### config.mk
export PLATFORM = sky130hd
export DESIGN_NAME = commit_trace_fifo
export DESIGN_NICKNAME = d
export VERILOG_FILES = /design/src/rtl/commit_trace_fifo.sv
export SDC_FILE = /design/constraint.sdc
export NUM_CORES = 2
export LEC_CHECK = 0
export CAP_MARGIN = 20
export CORE_MARGIN = 10
export CORE_UTILIZATION = 65
export CTS_CLUSTER_DIAMETER = 200
export DETAILED_ROUTE_END_ITERATION = 12
export DONT_BUFFER_PORTS = 1
export GPL_ROUTABILITY_DRIVEN = 0
export GPL_TIMING_DRIVEN = 0
export PLACE_DENSITY = 0.84
export REMOVE_ABC_BUFFERS = 1
export SYNTH_ARGS = -nofsm -noshare
export SYNTH_HDL_FRONTEND = slang
export SYNTH_SLANG_ARGS = --single-unit
### constraint.sdc
create_clock -name clk_i -period 13.58 [get_ports clk_i]
set_input_delay 1.358 -clock clk_i [delete_from_list [all_inputs] [get_ports clk_i]]
set_output_delay 1.358 -clock clk_i [all_outputs]
set_load 0.005 [all_outputs]
### src/rtl/commit_trace_fifo.sv
// Commit trace FIFO: captures register write-backs and stores with a cycle stamp
// and presents them in commit order to a ready/valid consumer.
module commit_trace_fifo #(
  parameter int unsigned DEPTH = 16,
  parameter int unsigned CYC_W = 16
) (
  input  logic                       clk_i,
  input  logic                       rst_i,
  input  logic                       wb_en_i,
  input  logic [4:0]                 wb_addr_i,
  input  logic [31:0]                wb_data_i,
  input  logic                       st_en_i,
  input  logic [31:0]                st_addr_i,
  input  logic [31:0]                st_data_i,
  input  logic                       trace_ready_i,
  output logic                       trace_valid_o,
  output logic                       trace_kind_o,
  output logic [31:0]                trace_addr_o,
  output logic [31:0]                trace_data_o,
  output logic [CYC_W-1:0]           trace_cycle_o,
  output logic [$clog2(DEPTH):0]     count_o,
  output logic                       overflow_o,
  output logic [7:0]                 drop_cnt_o
);

  localparam int unsigned PTR_W = $clog2(DEPTH);
  localparam int unsigned CNT_W = PTR_W + 1;

  typedef struct packed {
    logic             kind;
    logic [31:0]      addr;
    logic [31:0]      data;
    logic [CYC_W-1:0] cyc;
  } entry_t;

  entry_t           mem_q [DEPTH];
  logic [PTR_W-1:0] wr_ptr_q, wr_ptr_d;
  logic [PTR_W-1:0] rd_ptr_q, rd_ptr_d;
  logic [CNT_W-1:0] count_q, count_d;
  logic [CYC_W-1:0] cyc_q;
  logic             overflow_q, overflow_d;
  logic [7:0]       drop_cnt_q, drop_cnt_d;

  logic             wb_ev, pop, wb_acc, st_acc;
  logic [CNT_W-1:0] free;
  logic [1:0]       n_push, n_drop;
  logic [8:0]       drop_sum;
  logic             we0, we1;
  entry_t           wb_ent, st_ent, ent0;

  // Slot arbitration: the register entry always wins the last free slot.
  always_comb begin
    wb_ev      = wb_en_i & (wb_addr_i != 5'd0);
    pop        = (count_q != '0) & trace_ready_i;
    free       = CNT_W'(DEPTH) - count_q + CNT_W'(pop);
    wb_acc     = wb_ev & (free != '0);
    st_acc     = st_en_i & (wb_acc ? (free >= CNT_W'(2)) : (free != '0));
    n_push     = {1'b0, wb_acc} + {1'b0, st_acc};
    n_drop     = {1'b0, wb_ev & ~wb_acc} + {1'b0, st_en_i & ~st_acc};
    drop_sum   = {1'b0, drop_cnt_q} + 9'(n_drop);
    drop_cnt_d = drop_sum[8] ? 8'hFF : drop_sum[7:0];
    overflow_d = overflow_q | (n_drop != 2'd0);
    count_d    = count_q + CNT_W'(n_push) - CNT_W'(pop);
    wr_ptr_d   = wr_ptr_q + PTR_W'(n_push);
    rd_ptr_d   = rd_ptr_q + PTR_W'(pop);

    wb_ent = '{kind: 1'b0, addr: 32'(wb_addr_i), data: wb_data_i, cyc: cyc_q};
    st_ent = '{kind: 1'b1, addr: st_addr_i, data: st_data_i, cyc: cyc_q};
    ent0   = wb_acc ? wb_ent : st_ent;
    we0    = wb_acc | st_acc;
    we1    = wb_acc & st_acc;
  end

  always_ff @(posedge clk_i) begin
    if (rst_i) begin
      wr_ptr_q   <= '0;
      rd_ptr_q   <= '0;
      count_q    <= '0;
      cyc_q      <= '0;
      overflow_q <= 1'b0;
      drop_cnt_q <= 8'd0;
    end else begin
      wr_ptr_q   <= wr_ptr_d;
      rd_ptr_q   <= rd_ptr_d;
      count_q    <= count_d;
      cyc_q      <= cyc_q + CYC_W'(1);
      overflow_q <= overflow_d;
      drop_cnt_q <= drop_cnt_d;
    end
  end

  // Entry storage needs no reset; validity is tracked by count_q alone.
  always_ff @(posedge clk_i) begin
    if (!rst_i && we0) mem_q[wr_ptr_q] <= ent0;
    if (!rst_i && we1) mem_q[wr_ptr_q + PTR_W'(1)] <= st_ent;
  end

  entry_t head;
  assign head          = mem_q[rd_ptr_q];
  assign trace_valid_o = (count_q != '0);
  assign trace_kind_o  = head.kind;
  assign trace_addr_o  = head.addr;
  assign trace_data_o  = head.data;
  assign trace_cycle_o = head.cyc;
  assign count_o       = count_q;
  assign overflow_o    = overflow_q;
  assign drop_cnt_o    = drop_cnt_q;

endmodule

==> results.py <==
metrics = {
    "pwr": {
        "leakage_nw": 22.0,
        "peakVddDrop_mv": 0.139,
        "powerDensity_nw_per_um2": 158,
    },
    "yosys": {
        "ys_seq_area_share_pct": 62.8,
        "avgSynthCellArea_um2": 16.3,
        "synth-seq-cells": 1334,
        "yosys-top-cells-area": "edfxtp_1, mux4_2, a22o_1",
        "synth_common_cells": "edfxtp_1, a22o_1, and2_1",
        "synth_top_area_share_pct": 61.0,
        "synth_ff_type": "edfxtp_1",
        "yosysWarnings": 0,
        "yosysMostFrequentCell": "edfxtp_1",
        "synth_cell_types": 55,
        "synth_top_area_cell": "edfxtp_1",
        "synth-edff-count": 1280,
        "synthCells": 3853,
        "syn_area_um2": 63000,
        "async_flop_share_pct": 0,
    },
    "final_layout": {
        "fin_cells": 5007,
        "design_area_um2": 69200,
        "fill_cells": 5444,
        "area_delta_synth_final_pct": 9.88,
        "nNetsFinal": 3756,
        "drive_above_1_share_pct": 21.3,
    },
    "cts": {
        "cts_root_buf": "clkbuf_16",
        "cts_buffers": 134,
        "cts_sinks": 1334,
        "clkSlewWorstSetupHoldPaths_ns": 0.06,
        "cts_hold_buf": 0,
        "cts_setup_buffers": 0,
        "cts-resized-gates": 0,
        "htree_levels": 4,
        "cts_buffer_depth": 3,
        "clock_latency_ns": 0.75,
        "cts_tree": "yes",
    },
    "floorplan": {
        "io_pins": 202,
        "die_w_um": 331,
        "fp.dieH_um": 331,
        "row_count": 114,
        "dieArea_um2": 110000,
        "initial_core_util_pct": 65.3,
        "fp.coreArea_um2": 96400,
    },
    "timing": {
        "finalSetupViolCount": 0,
        "holdWs_ns": 0.462,
        "period_needed_ns": 6.64,
        "maxSlewHeadroom_pct": 26.5,
        "hold_viol_final": 0,
        "clock_skew_ns": 0.0283,
        "clock.fmax_mhz": 151,
        "post-route-period-util_pct": 48.9,
        "tightest_slew_ns": 1.10,
        "rsz0062_at_grt": "false",
        "maxSlewViolCount": 0,
    },
    "global_routing": {
        "grt-ovfl-total": 0,
        "grt_pass1_wl_mm": 271,
        "grt_start_max_net_pins": 64,
        "antenna_found_initial": 1,
        "grt_pass1_vias": 39500,
        "grt_usage_pct": 33.7,
    },
    "placement": {
        "port_buffers": 0,
        "dp_hpwl_mm": 107,
        "dp.cells": 4767,
        "placed_area_um2": 65000,
    },
    "hold_path": {
        "hold_path.class": "flop to flop",
    },
    "drt": {
        "routed_via_density": 7.72,
        "vias": 38700,
        "wl_per_cell_um": 37.4,
        "ant_nets": 0,
        "remaining_drc_errors": 0,
        "drt_wl_total_mm": 187,
        "first_pass_iters": 6,
        "drt_iter0_drc": 7385,
    },
    "job": {
        "drv_cap": 0,
    },
    "worst_setup_path": {
        "arrival_ns": 7.08,
        "setup.worst_path.class": "flop to flop",
        "setup.worst_path.start_class": "flop",
        "crit_fanout": 43,
        "required_ns": 14.02,
        "end_kind": "flop",
    },
    "status": {
        "status": "complete, no violations",
    },
}
## report_power, final
part,switching (mW),total (mW),internal (mW)
Sequential,0.139,4.93,4.79
Clock,1.57,3.60,2.02
Combinational,1.28,2.38,1.11
## stage by stage
step / power, mW / setup TNS, ns / util [%] / setup slack [ns]
CTS: 10.9 / 0 / 71.8 / 7.13
global placement: 8.15 / -2621.98 / 64.3 / -8.37
detailed placement: 7.34 / 0 / 67.4 / 7.19
finish: 10.9 / 0 / 71.8 / 6.94
global route: 11.2 / 0 / 71.8 / 6.68
floorplan: 7.13 / -175.40 / - / -2.13
## routing by layer
metal	wire length, um	global-route usage, %	part of all wire (%)
met5	0	0	0
met4	12000	18.2	6.4
met3	30500	11.8	16
met2	87700	52.2	47
met1	57200	41.6	31
## registers in the layout, summed over array words and instances, names as in the netlist
signal and count:
drop_cnt_o 8, overflow_o 1, wr_ptr_q 4, rd_ptr_q 4, mem_q 1296, cyc_q 16, count_o 5
## placed cells by master, fill, tap and decap left out, drive strengths merged, types with 2 or more instances in the layout
cell        n
a21o       12
a21oi      28
a22o      592
a31oi       3
and2      496
and3        3
buf       127
bufinv      6
clkbuf    180
clkinv     47
dfxtp      54
edfxtp   1280
fa          3
ha         20
inv        38
mux4      405
nand2      33
nand2b      3
nand3      20
nand4       5
nand4bb     2
nor2       86
nor2b     190
nor3       16
nor4        9
o2111ai    16
o21ai      13
or2         3
or3         2
or4         2
or4b        4
xnor2      14
xor2       11
## critical path, stage by stage, from the launching register on
cell and delay (ns):
dfxtp_1 0.37, inv_1 0.14, ha_1 0.21, or4b_2 0.64
nand2_1 0.14, ha_1 0.21, inv_1 0.06, ha_1 0.23
a21o_1 0.19, a21oi_1 0.65, o211a_1 0.71, nor2_1 0.13
inv_1 0.10, ha_1 0.26, or4b_1 0.57, nor2_1 0.21
nor2_2 0.61, buf_8 0.27, inv_6 0.24, buf_16 0.33
## kinds of logic after synthesis
kind of cell    count (synthesis)  synth area share (%)
compound gates                667                  9.07
xor+xnor                       25                 0.348
fa+ha+maj                      23                 0.493
buf+inv                       521                  4.29
flops                        1334                  62.8
mux                           405                  14.5
simple gates                  878                  8.56
## final timing paths
kind | start | endpoint | slack, ns | cells after the start
max reg2reg | count_o[3] | mem_q[6][63] | 6.94 | 19
min reg2reg | mem_q[14][80] | mem_q[14][80] | 0.46 | 1
min | mem_q[14][80] | mem_q[14][80] | 0.46 | 1
max | count_o[3] | mem_q[6][63] | 6.94 | 19
## cell type report
cell class / instances / area, um2 / area share, %
sequential: 1334 / 39500 / 57.1
multi-input combinational: 1998 / 21000 / 30.3
clock buffer: 180 / 3680 / 5.32
timing repair buffer: 127 / 2740 / 3.96
tap: 1276 / 1600 / 2.31
clock inverter: 59 / 492 / 0.711
inverter: 32 / 180 / 0.260
antenna: 1 / 2.50 / 0.00362
Note: power is estimated with default switching activity, not from simulation.
